==> config.mk <==
export PLATFORM = sky130hd
export DESIGN_NAME = muldiv_ctrl
export DESIGN_NICKNAME = d
export VERILOG_FILES = /design/src/rtl/muldiv_pkg.sv /design/src/rtl/muldiv_watchdog.sv /design/src/rtl/muldiv_ctrl.sv
export SDC_FILE = /design/constraint.sdc
export NUM_CORES = 1
export LEC_CHECK = 0
export CAP_MARGIN = 20
export CORE_MARGIN = 2
export CORE_UTILIZATION = 40
export CTS_CLUSTER_DIAMETER = 50
export DETAILED_ROUTE_END_ITERATION = 10
export PLACE_DENSITY_LB_ADDON = 0.3
export SYNTH_ARGS = -nofsm -noshare
export SYNTH_HDL_FRONTEND = slang
export SYNTH_SLANG_ARGS = --single-unit
export TNS_END_PERCENT = 30
==> constraint.sdc <==
create_clock -name clk -period 2.4 [get_ports clk]
set_input_delay 0.36 -clock clk [delete_from_list [all_inputs] [get_ports clk]]
set_output_delay 0.36 -clock clk [all_outputs]
set_load 0.005 [all_outputs]
==> src/rtl/muldiv_pkg.sv <==
// muldiv_pkg: shared encodings for the multiply/divide sequencing controller
package muldiv_pkg;
    localparam logic [1:0] OP_MUL  = 2'b00;
    localparam logic [1:0] OP_MULH = 2'b01;
    localparam logic [1:0] OP_DIV  = 2'b10;
    localparam logic [1:0] OP_REM  = 2'b11;

    localparam logic MODE_MUL = 1'b0;
    localparam logic MODE_DIV = 1'b1;

    typedef enum logic [1:0] {
        ST_IDLE  = 2'd0,
        ST_ISSUE = 2'd1,
        ST_BUSY  = 2'd2,
        ST_DONE  = 2'd3
    } state_t;
endpackage

==> src/rtl/muldiv_watchdog.sv <==
// muldiv_watchdog: bounds a unit operation to TIMEOUT busy cycles
// Ports: clk, rst_n (async active-low), clear (zero the count),
//        enable (count this cycle), expired (last allowed cycle reached).
module muldiv_watchdog #(
    parameter int TIMEOUT = 64
) (
    input  logic clk,
    input  logic rst_n,
    input  logic clear,
    input  logic enable,
    output logic expired
);
    localparam int W = (TIMEOUT > 1) ? $clog2(TIMEOUT) : 1;

    logic [W-1:0] cnt;

    always_ff @(posedge clk or negedge rst_n) begin
        if (!rst_n)
            cnt <= '0;
        else if (clear)
            cnt <= '0;
        else if (enable)
            cnt <= cnt + 1'b1;
    end

    assign expired = enable && (cnt == W'(TIMEOUT - 1));
endmodule

==> src/rtl/muldiv_ctrl.sv <==
// muldiv_ctrl: sequences one MUL/MULH/DIV/REM through the shared multi-cycle unit
// Ports: req_* (execute-stage request, req_ready high in IDLE), flush (abort),
//        stall (pipeline hold), rsp_* (one-cycle result strobe, rsp_err = timeout),
//        md_* (unit handshake: md_rst_n, md_valid, md_mode, md_a, md_b, md_ready, md_out).
// Option: define MULDIV_DIVZERO_FAST_EN to answer DIV/REM by zero without the unit.
module muldiv_ctrl
    import muldiv_pkg::*;
#(
    parameter int TIMEOUT = 64
) (
    input  logic        clk,
    input  logic        rst_n,
    input  logic        req_valid,
    input  logic [1:0]  req_op,
    input  logic [31:0] req_a,
    input  logic [31:0] req_b,
    output logic        req_ready,
    input  logic        flush,
    output logic        stall,
    output logic        rsp_valid,
    output logic [31:0] rsp_data,
    output logic        rsp_err,
    output logic        md_rst_n,
    output logic        md_valid,
    output logic        md_mode,
    output logic [31:0] md_a,
    output logic [31:0] md_b,
    input  logic        md_ready,
    input  logic [63:0] md_out
);
    state_t      state, state_d;
    logic        sel_hi;
    logic        accept, expired, fast_dz;
    logic [31:0] data_d;
    logic        err_d;

    assign accept    = (state == ST_IDLE) && req_valid && !flush;
    assign req_ready = (state == ST_IDLE);
    assign stall     = ((state == ST_IDLE) && req_valid) || (state == ST_ISSUE) || (state == ST_BUSY);

`ifdef MULDIV_DIVZERO_FAST_EN
    assign fast_dz = ((req_op == OP_DIV) || (req_op == OP_REM)) && (req_b == '0);
`else
    assign fast_dz = 1'b0;
`endif

    muldiv_watchdog #(.TIMEOUT(TIMEOUT)) u_watchdog (
        .clk     (clk),
        .rst_n   (rst_n),
        .clear   (state == ST_ISSUE),
        .enable  (state == ST_BUSY),
        .expired (expired)
    );

    always_ff @(posedge clk or negedge rst_n) begin
        if (!rst_n)
            state <= ST_IDLE;
        else
            state <= state_d;
    end

    always_comb begin
        state_d = state;
        data_d  = rsp_data;
        err_d   = rsp_err;
        case (state)
            ST_IDLE: begin
                if (accept)
                    state_d = fast_dz ? ST_DONE : ST_ISSUE;
                if (accept && fast_dz) begin
                    data_d = (req_op == OP_REM) ? req_a : '1;
                    err_d  = 1'b0;
                end
            end
            ST_ISSUE: state_d = ST_BUSY;
            ST_BUSY: begin
                if (md_ready || expired)
                    state_d = ST_DONE;
                // a ready result always beats an expiring watchdog in the same cycle
                data_d = md_ready ? (sel_hi ? md_out[63:32] : md_out[31:0]) : expired ? '0 : rsp_data;
                err_d  = md_ready ? 1'b0 : expired ? 1'b1 : rsp_err;
            end
            default: state_d = ST_IDLE;
        endcase
        if (flush && state != ST_IDLE)
            state_d = ST_IDLE;
    end

    // the handshake outputs are registered from the next state so they line up with it
    always_ff @(posedge clk or negedge rst_n) begin
        if (!rst_n) begin
            md_valid  <= 1'b0;
            md_rst_n  <= 1'b0;
            rsp_valid <= 1'b0;
            rsp_data  <= '0;
            rsp_err   <= 1'b0;
            md_mode   <= MODE_MUL;
            md_a      <= '0;
            md_b      <= '0;
            sel_hi    <= 1'b0;
        end else begin
            md_valid  <= (state_d == ST_ISSUE);
            md_rst_n  <= (state_d == ST_ISSUE) || (state_d == ST_BUSY);
            rsp_valid <= (state_d == ST_DONE);
            rsp_data  <= data_d;
            rsp_err   <= err_d;
            if (accept) begin
                md_mode <= req_op[1] ? MODE_DIV : MODE_MUL;
                md_a    <= req_a;
                md_b    <= req_b;
                // MULH and REM both take the upper half of the unit result
                sel_hi  <= req_op[0];
            end
        end
    end
endmodule

# --- After elaboration in Yosys (flattened, before gate mapping) ---
# Index checks and enable logic that the tools add are counted.
# Widths: inputs -> output; s select.
classes:
  n_mux: 12
  n_eq_ne: 6
  add_sub_neg: 1
  n_reduce_logical: 14
op_table:
  columns: ["operator", "n"]
  rows:
  - ["$mux 32", 3]
  - ["$mux 6", 2]
  - ["$add 6x1->6 const B", 1]
  - ["$eq 2x2->1 const B", 3]
  - ["$eq 6x6->1 const B", 1]
  - ["$mux 2", 3]
  - ["$pmux 2 s3", 1]
  - ["$reduce_bool 2->1", 3]
  - ["$eq 2x1->1 const B", 2]
  - ["$logic_and 1x1->1", 4]
  - ["$logic_or 1x1->1", 4]
  - ["$mux 1", 3]
  - ["$logic_not 2->1", 1]
  - ["$reduce_and 2->1", 1]
  - ["$logic_not 1->1", 1]
totals:
  ff_bits: 110
  inputBits: 135

# --- Depth between registers and ports, before layout ---
# Gate-level depths: netlist of the first run.
depth:
  word_depth: 8
  ltp_mapped: 8
  ltp_nobuf: 7

# --- Hierarchy ---
# From an unflattened synthesis of the first run, not the netlist that was laid out.
unflattened:
  cells_unflattened: 339
  hier_area_um2: 4830.9
by_module_without_submodules:
  columns: ["module", "cells_each", "n_inst", "area_per_inst_um2"]
  rows:
  - ["muldiv_ctrl", 311, 1, 4540.6]
  - ["muldiv_watchdog", 28, 1, 290.3]

# --- Least setup slack after synthesis of the first run ---
# OpenSTA, ideal clock, no wires.
synth_timing:
  path_type: "reg2reg"
  start: "register state[0]"
  end: "register md_rst_n"
  path_slack_ns: 0.592
  stages_incl_launch_ff: 8
  setup_ns: 0.063
  arrival_time_ns: 1.745
  required_time_ns: 2.337
  path_cell_list: "dfrtp_1 inv_1 ha_1 nand2_1 or3_1 a311oi_2 ha_1 inv_1"
synth_via:
  elab_chain_cells: 8
synth_lines:
  columns: ["element", "line", "rtl"]
  rows:
  - ["start, declared", "muldiv_ctrl.sv:31", "state_t state, state_d;"]
  - ["start signal, assigned", "muldiv_ctrl.sv:59", "state <= state_d;"]
  - ["$eq 2x2->1 or $logic_not 2->1 (tied branches)", "muldiv_ctrl.sv:51, muldiv_ctrl.sv:66, muldiv_ctrl.sv:37", null]
  - ["$logic_and 1x1->1 (on tied branches)", "muldiv_watchdog.sv:26, muldiv_ctrl.sv:37", null]
  - ["$logic_or 1x1->1 or $logic_and 1x1->1 (tied branches)", "muldiv_ctrl.sv:77, muldiv_ctrl.sv:37", null]
  - ["$mux 2 (on tied branches)", "muldiv_ctrl.sv:77, muldiv_ctrl.sv:68", null]
  - ["$pmux 2 s3", "muldiv_ctrl.sv:66", "case (state)"]
  - ["$mux 2 *", "muldiv_ctrl.sv:85", "if (flush && state != ST_IDLE)"]
  - ["net state_d[0]", "muldiv_ctrl.sv:31", null]
  - ["$eq 2x1->1 or $eq 2x2->1 (tied branches)", "muldiv_ctrl.sv:103", "md_rst_n <= (state_d == ST_ISSUE) || (state_d == ST_BUSY);"]
  - ["$logic_or 1x1->1 *", "muldiv_ctrl.sv:103", null]
  - ["end signal, assigned", "muldiv_ctrl.sv:103", null]
  - ["end, declared", "muldiv_ctrl.sv:23", "output logic md_rst_n,"]
# The timed path passes the listed nets; every way through them passes the cells marked *.
# A chain may end at the register's enable or synchronous reset.

# --- Worst setup path after layout of the first run ---
layout_timing:
  start: "register state[0]"
  end: "output stall"
layout_via:
  elab_chain_cells: 4
layout_lines:
  columns: ["element", "line", "rtl"]
  rows:
  - ["$logic_not 2->1", "muldiv_ctrl.sv:39", "assign stall = ((state == ST_IDLE) && req_valid) || (state == ST_ISSUE) || (state == ST_BUSY);"]
  - ["$logic_and 1x1->1", "muldiv_ctrl.sv:39", null]
  - ["$logic_or 1x1->1", "muldiv_ctrl.sv:39", null]
  - ["$logic_or 1x1->1 *", "muldiv_ctrl.sv:39", null]
  - ["end, declared", "muldiv_ctrl.sv:19", "output logic stall,"]
# Every way passes the cells marked *; elsewhere a longest branch is shown, timed or not.

==> results of run 1 <==
[critical path: cells and delay by family, from the launching register on]
kind                       cells  cell delay [ns]
DFF                            1             0.40
adders and majority gates      1             0.28
AOI/OAI and AO/OA              1             0.31
buffers and inverters          2             0.53
[per-layer routing]
metal / up-vias / wire length [um] / track usage [%]
li1: 1667 / - / -
met1: 1671 / 4840 / 23.49
met2: 175 / 5787 / 32.29
met3: 14 / 1403 / 8.693
met4: 0 / 163 / 6.423
met5: - / 0 / 0
[stage by stage]
step | worst slack, ns | util [%] | std cells | area (um^2)
3_3_place_gp | 0.4973 | 63.11 | 705 | 7237
3_5_place_dp | 0.4031 | 63.11 | 705 | 7237
5_1_grt | 0.1077 | 66.00 | 720 | 7569
6_report | 0.1883 | 66.00 | 720 | 7569
4_1_cts | 0.1659 | 66.00 | 720 | 7569
2_1_floorplan | 0.5921 | - | 338 | 4711
[power by group]
part / switching, mW / internal (mW)
Clock: 0.621 / 0.962
Combinational: 1.36 / 2.69
Sequential: 0.570 / 2.75
[registers in the layout, summed over array words and instances, names as in the netlist]
register        flops
rsp_err             1
md_valid            1
md_b               32
md_rst_n            1
md_a               32
state               2
md_mode             1
sel_hi              1
u_watchdog.cnt      6
rsp_valid           1
rsp_data           32
[cell type report]
cell class	count	area (um^2)
clock buffer	11	252.7
clock inverter	3	68.82
fill	828	3899
inverter	7	26.28
multi-input combinational	199	1803
sequential	110	2754
tap	143	178.9
timing repair buffer	247	2485
[worst paths after layout]
check | from | to | slack [ns]
setup / recovery | state[0] | stall | 0.19
hold / removal | u_watchdog.cnt[4] | u_watchdog.cnt[4] | 0.48
setup reg to reg | state[0] | md_rst_n | 0.38
hold reg to reg | u_watchdog.cnt[4] | u_watchdog.cnt[4] | 0.48
max in group asynchronous | rst_n | rsp_data[4] | 1.27
min in group asynchronous | rst_n | md_b[25] | 0.52
[cell families (layout without fill, tap and decap cells)]
logic type,count (synthesis),after routing,synth area share (%)
DFF,110,110,58.43
muxes,100,100,25.31
buffers and inverters,29,268,3.506
adders and majority gates,7,7,1.859
xor gates and xnor gates,1,1,0.1860
and+or+nand+nor,45,45,4.409
AOI/OAI and AO/OA,46,46,6.295
[placed cells by master, fill, tap and decap left out, drive strengths merged]
| cell | instances |
|---|---|
| clkdlybuf4s50 | 236 |
| dfrtp | 110 |
| mux2 | 66 |
| nand2 | 36 |
| mux2i | 34 |
| o22ai | 32 |
| clkbuf | 11 |
| buf | 10 |
| inv | 7 |
| ha | 7 |
| o21ai | 4 |
| a21oi | 3 |
| or3 | 2 |
| bufinv | 2 |
| nand3 | 2 |
| a311oi | 1 |
| a211o | 1 |
| nor3 | 1 |
| nand2b | 1 |
| a31oi | 1 |
| o31ai | 1 |
| nand4 | 1 |
| xor2 | 1 |
| nor2b | 1 |
| o2bb2ai | 1 |
| nand3b | 1 |
| a22oi | 1 |
| o21a | 1 |
| clkinv | 1 |
| dlygate4sd3 | 1 |
==> results.md, run 1 <==
- The worst pin sits at a relative slew slack of 60.27%.
- The cell row count is 39.
- TritonCTS built the clock tree.
- The clock-pin transition on the worst setup and hold timing paths is around 0.060 ns.
- The largest single stage delay on the critical path is 0.44 ns.
- The proportion of synthesized flip-flops having asynchronous set or reset is 100.0%.
- Clock tree synthesis inserted a total of 9 buffers.
- From synthesis to final layout, the design area changed by 60.66%.
- In this run the biggest area consumer among cell types represents 58.43% of the synthesized area.
- Adding up every negative setup slack in the final design gives 0 ns.
- The part of the cycle the worst path needs is 92.16%.
- The die covers 12660 um^2.
- The number of cell instances on the worst register-to-register path is 7.
- The startpoint-to-endpoint class of the critical path is reg -> out.
- The tree built by TritonCTS fans out to 110 sinks.
- The total core area is ~11000 um^2.
- At the pin with the least slew margin, the transition time is 0.5960 ns.
- The worst setup path is launched from a flip-flop.
- The class of the worst hold path is reg -> reg.
- The maximum clock skew at final layout is 0.008076 ns.
- Among all stages on the critical path, the largest delay is contributed by sky130_fd_sc_hd__clkdlybuf4s50_1.
- The count of endpoints failing hold in the final timing report is 0.
- The number of failing setup endpoints in the final timing report is 0.
- The final-report max-slew violation count was 0.
- Walking the worst path, the cells encountered are inv_1 -> ha_1 -> a211o_1 -> clkdlybuf4s50_1.
- For this design the static power due to leakage is around 3.4 nW.
- The overall power consumption is 8.951 mW.
- Setup repair after global routing left no endpoint under its margin.
- The buffer levels on the longest clock path is 2.
- The via count is 3527.
- The layout cell share with drive strength beyond 1 is 16.64%.
- The chip width is 112.5 um.
- Post-CTS repair changed the size of 0 cells.
- The most repeated cell in the gate-level netlist after synthesis is sky130_fd_sc_hd__dfrtp_1.
- The overall global routing resource usage is about a fifth.
- The worst path arrival time is approximately 1.9 ns.
- Derived from the worst setup path, the maximum achievable clock frequency is 452.1 MHz.
- The number of library cell types mapped by synthesis is 31.
- The H-tree was split into 3 levels.
- The number of global-route vias before repair was between 3k and 4k.
- The remaining antenna violation count after routing is 0.
- Synthesis handed over a netlist of 338 instances.
- Entering global routing, the biggest net connects between 60 and 70 pins.
- The total standard cell area after synthesis is 4711 um^2.
- The routability-driven placement congestion ratio is 0.8360.
- The sequential share of the synthesized area is 58.43%.
- The starting density of the core is 41.08%.
- For the worst setup path, the data required time is 2.04 ns.
- Buffers inserted to repair hold after CTS numbered 1.
- Dividing the detail-routed via count by the number of cells gives 4.899.
- The smallest clock period supported by the final layout is computed as between 2 and 2.5 ns.
- The net count of the mapped netlist is 480.
- During placement, the flow inserted port buffers numbering 237.
- Hold timing on the final database bottoms out at a slack of ~0.48 ns.
- In this run, synthesis produced a sequential element count of 110.
- In the synthesized netlist, the cells that appear most often are sky130_fd_sc_hd__dfrtp_1, sky130_fd_sc_hd__mux2_2, sky130_fd_sc_hd__nand2_1, sky130_fd_sc_hd__mux2i_1, sky130_fd_sc_hd__o22ai_1.
- Clock latency on the worst-skew pair, taken at its later pin, is around 0.33 ns.
- The average detailed-routed wire length per instance is about 17 um.
- The diode insertion count for antenna repair is 0.
- In this run, synthesis inferred 0 flip-flops with an integrated enable.
- The maximum VDD drop is 0.6806 mV.
- The first global-routing pass estimated 19.80 mm of wire.
- During synthesis, Yosys emitted a total of 0 warnings.
- In the routed design, unresolved DRC markers number 0.
- The vertical die dimension is 112.5 um.
- The tool flagged a number of max-cap violations equal to 0.
- The maximum fanout encountered on the critical timing path is 5.
- 238 I/O pins were placed.
- STA classifies the critical path endpoint as a primary output.
- The wire-length estimate of the detail-placed layout is 9.444 mm.
- In this run the clock root is driven by a sky130_fd_sc_hd__clkbuf_16.
- The number of nets in the final layout is roughly 700.
- After clock tree synthesis, the setup repair step added 0 buffers.
- A synthesized cell averages about 14 um^2.
- The detailed router finished its first iteration with about 180 violations.
- Before antenna repair, the detailed router went through 4 iterations.
- The total wirelength of the detailed-routed design is 12.20 mm.
- The number of antenna violations at the first check in global routing is 0.
- The prevailing post-synth register cell is sky130_fd_sc_hd__dfrtp_1.
- Summed over all layers, the global routing overflow is 0.
- Along the worst hold path, the cell count comes to 1.
- sky130_fd_sc_hd__dfrtp_1 takes more of the synthesized area than any other cell.
- The power per cell area is 1183 nW/um^2.
- The flow ran to the end, and the final reports show no timing, DRC or antenna violations.
- Yosys attributes the largest share of cell area to sky130_fd_sc_hd__dfrtp_1, sky130_fd_sc_hd__mux2_4, sky130_fd_sc_hd__mux2_2, sky130_fd_sc_hd__mux2i_1, sky130_fd_sc_hd__o22ai_1.
Power figures use the tool's default switching activity.
==> inputs of run 2 (changes only) <==
--- a/config.mk
+++ b/config.mk
@@ -9,6 +9,7 @@
 export CORE_MARGIN = 2
 export CORE_UTILIZATION = 40
 export CTS_CLUSTER_DIAMETER = 50
+export CTS_CLUSTER_SIZE = 14
 export DETAILED_ROUTE_END_ITERATION = 10
 export PLACE_DENSITY_LB_ADDON = 0.3
 export SYNTH_ARGS = -nofsm -noshare
==> results of run 2 <==
No change in the layout: final DEF, timing and power equal those of run 1.
==> inputs of run 3 (changes only) <==
--- a/config.mk
+++ b/config.mk
@@ -12,6 +12,7 @@
 export CTS_CLUSTER_SIZE = 14
 export DETAILED_ROUTE_END_ITERATION = 10
 export PLACE_DENSITY_LB_ADDON = 0.3
+export REMOVE_ABC_BUFFERS = 1
 export SYNTH_ARGS = -nofsm -noshare
 export SYNTH_HDL_FRONTEND = slang
 export SYNTH_SLANG_ARGS = --single-unit
==> run 3 against run 2 <==
  * Sequential cell count unchanged
  * Largest cell class unchanged
  * Clock power is 5% lower
  * Count of clock-buffer cells in the layout rose by 2
  * Utilization down 0.27 points
  * First-iteration DRC count decreased by 4.5%
  * Largest power group unchanged
  * Worst setup slack gained 0.025 ns
  * Routed wire length up 0.70%
  * Combinational power up 1%
==> results.md, run 3 (synthesis results as in run 1) <==
- The maximum VDD drop came to 0.7056 mV (+3.7%).
- The clock-pin transition on the worst setup and hold timing paths is 0.07 ns (about the same).
- The setup slack after layout was 0.2129 ns (+0.02460 ns).
- The layout overhead on the synthesized area is 60.00%.
- The total core area is 11470 um^2 (unchanged).
- The number of cells upsized or downsized after cts is 0 (unchanged).
- The startpoint-to-endpoint class of the critical path is reg -> out.
- The insertion delay to the later sink of the worst-skew pair was 0.34 ns (about the same).
- The number of hold buffers added after CTS came to 0 (-1).
- The part of the cycle the worst path needs is 91.13% (-1.0 points).
- The run finished with clean final reports.
- The top achievable clock speed was 457.2 MHz (+1.1%).
- The worst path arrival time is 1.83 ns (-0.02 ns).
- The vertical die dimension is 112.5 um (unchanged).
- The fraction of power spent switching nets is 29.00% (+0.54 points).
- The diode insertion count for antenna repair was 0 (unchanged).
- Setup repair after global routing left no endpoint under its margin.
- The buffer levels on the longest clock path is 2 (unchanged).
- The count of endpoints failing hold in the final timing report is 0 (unchanged).
- The root buffer cell is sky130_fd_sc_hd__clkbuf_16.
- The required time reported for the critical path endpoint was 2.04 ns (about the same).
- The register-to-register setup slack was 0.41 ns (+0.03 ns).
- The number of failing setup endpoints in the final timing report is 0 (unchanged).
- The maximum level of the CTS H-tree is 3 (unchanged).
- The maximum fanout encountered on the critical timing path was 5 (unchanged).
- The type of destination of the critical path is a primary output.
- The DRC marker count from the first detailed-route iteration came to 171 (-4.5%).
- The number of nets in the final layout was 713 (-0.42%).
- TritonCTS built the clock tree.
- The overall global routing resource usage is 19.45% (-0.29 points).
- The chip width came to 112.5 um (unchanged).
- The buffers inserted during post-CTS setup optimization was 0 (unchanged).
- The final-report max-slew violation count is 0 (unchanged).
- The final hold slack is 0.08955 ns (-0.3951 ns).
- The power per cell area is 1181 nW/um^2 (-0.12%).
- The first-pass GRT wire length was 19.45 mm (-1.7%).
- The via count is 3552 (+0.71%).
- The sequential fraction of design power came to 37.2% (about the same).
- The post-layout minimum cycle time came to 2.187 ns (-0.02460 ns).
- The detail-routed via count per cell came to 4.940 (+0.85%).
- The final core area utilization was 65.73% (-0.27 points).
- The fraction of power consumed by combinational cells is 46.0% (+0.8 points).
- The cell row count is 39 (unchanged).
- The maximum clock skew at final layout was 0.007426 ns (-0.0006492 ns).
- The max-cap check violation count is 0 (unchanged).
- The remaining max-slew budget at the tightest pin came to 60.64% (+0.37 points).
- The post-place setup slack came to 0.4196 ns (+0.01649 ns).
- The starting density of the core is 41.08% (unchanged).
- The total clock buffers created by CTS is 9 (unchanged).
- The number of antenna violations at the first check in global routing came to 0 (unchanged).
- The power dissipated by switching net loads came to 2.582 mW (+1.4%).
- The internal cell power is 6.322 mW (-1.3%).
- The routability-driven placement congestion ratio was 0.7474 (-11%).
- The total wirelength of the detailed-routed design was 12.28 mm (+0.70%).
- The average detailed-routed wire length per instance is 17.08 um (+0.84%).
- The leakage power figure came to 3.360 nW (-0.64%).
- The overall power consumption is 8.904 mW (-0.53%).
- The number of optimization iterations in the first detailed-route pass is 5 (+1).
- Leaving out fill and tap cells, the most frequent cell in the layout is sky130_fd_sc_hd__clkdlybuf4s50_1.
- The half-perimeter wire length after placement is 9.241 mm (-2.1%).
- The largest registers in the layout are md_a x32, md_b x32, rsp_data x32.
- The total congestion overflow came to 0 (unchanged).
- The remaining antenna violation count after routing is 0 (unchanged).
- The layout cell share with drive strength beyond 1 is 16.32% (-0.32 points).
- The full die area is 12660 um^2 (unchanged).
- The class of the worst hold path is in -> async.
- The CTS sink count is 110 (unchanged).
- The category of the worst setup path launch point is a flip-flop.
- The count of input and output buffers was 237 (unchanged).
- The maximum number of pins on one net before global-route repair is 111 (+68%).
- The post-detailed-route DRC marker count is 0 (unchanged).
- The number of global-route vias before repair was 3810 (+1.4%).
- Leaving out fill and tap cells, the most frequent cells in the layout are sky130_fd_sc_hd__clkdlybuf4s50_1, sky130_fd_sc_hd__dfrtp_1, sky130_fd_sc_hd__mux2_2, sky130_fd_sc_hd__nand2_1, sky130_fd_sc_hd__mux2i_1.
- The transition at the pin with the smallest max-transition slack is 0.5904 ns (-0.005550 ns).
- The part of the power in the clock network is 16.9% (-0.8 points).
- The number of ports placed on the die boundary is 238 (unchanged).
-- run 3: final cells by class --
class                           instances  area, um^2
Timing Repair Buffer                  244        2472
Tap cell                              143       178.9
Clock buffer                           13       260.3
Multi-Input combinational cell        199        1803
Clock inverter                          3       42.54
Fill cell                             891        3930
Inverter                                7       26.28
Sequential cell                       110        2754
-- run 3: critical path, cell delays in order (launching register included) --
cell and delay [ns]:
sky130_fd_sc_hd__dfrtp_1 0.40, sky130_fd_sc_hd__inv_1 0.08, sky130_fd_sc_hd__ha_1 0.27, sky130_fd_sc_hd__a211o_1 0.30, sky130_fd_sc_hd__clkdlybuf4s50_1 0.44
-- run 3: layer usage --
metal  share of wire [%]  up-vias  track usage, %
li1                    -     1668               -
met1                  42     1694           23.49
met2                  46      172           31.65
met3                  10       18           7.721
met4                 1.7        0           7.154
met5                   0        -               0
-- run 3: metrics by stage --
stage	cells	TNS [ns]	area, um^2
after floorplan	316	-18.47	4572
after CTS	719	0	7537
after global placement	703	0	7234
final	719	0	7537
after detailed placement	703	0	7234
after global routing	719	0	7537
-- run 3: final timing paths --
kind                              startpoint           endpoint  cells after the start
setup / recovery                    state[0]              stall                      4
hold / removal                         rst_n           md_rst_n                      2
setup reg to reg                    state[0]           md_rst_n                      7
hold reg to reg            u_watchdog.cnt[4]  u_watchdog.cnt[4]                      1
max in group asynchronous              rst_n             sel_hi                      2
min in group clk           u_watchdog.cnt[4]  u_watchdog.cnt[4]                      1
-- run 3: power by group through the flow --
| stage | Sequential (mW) | Clock, mW | Combinational [mW] |
|---|---|---|---|
| after floorplan | 3.39 | 0 | 1.60 |
| after global placement | 3.29 | 0 | 4.04 |
| after detailed placement | 3.34 | 0 | 4.13 |
| after CTS | 3.32 | 1.54 | 4.15 |
| after global routing | 3.42 | 1.62 | 4.41 |
| final | 3.31 | 1.50 | 4.09 |
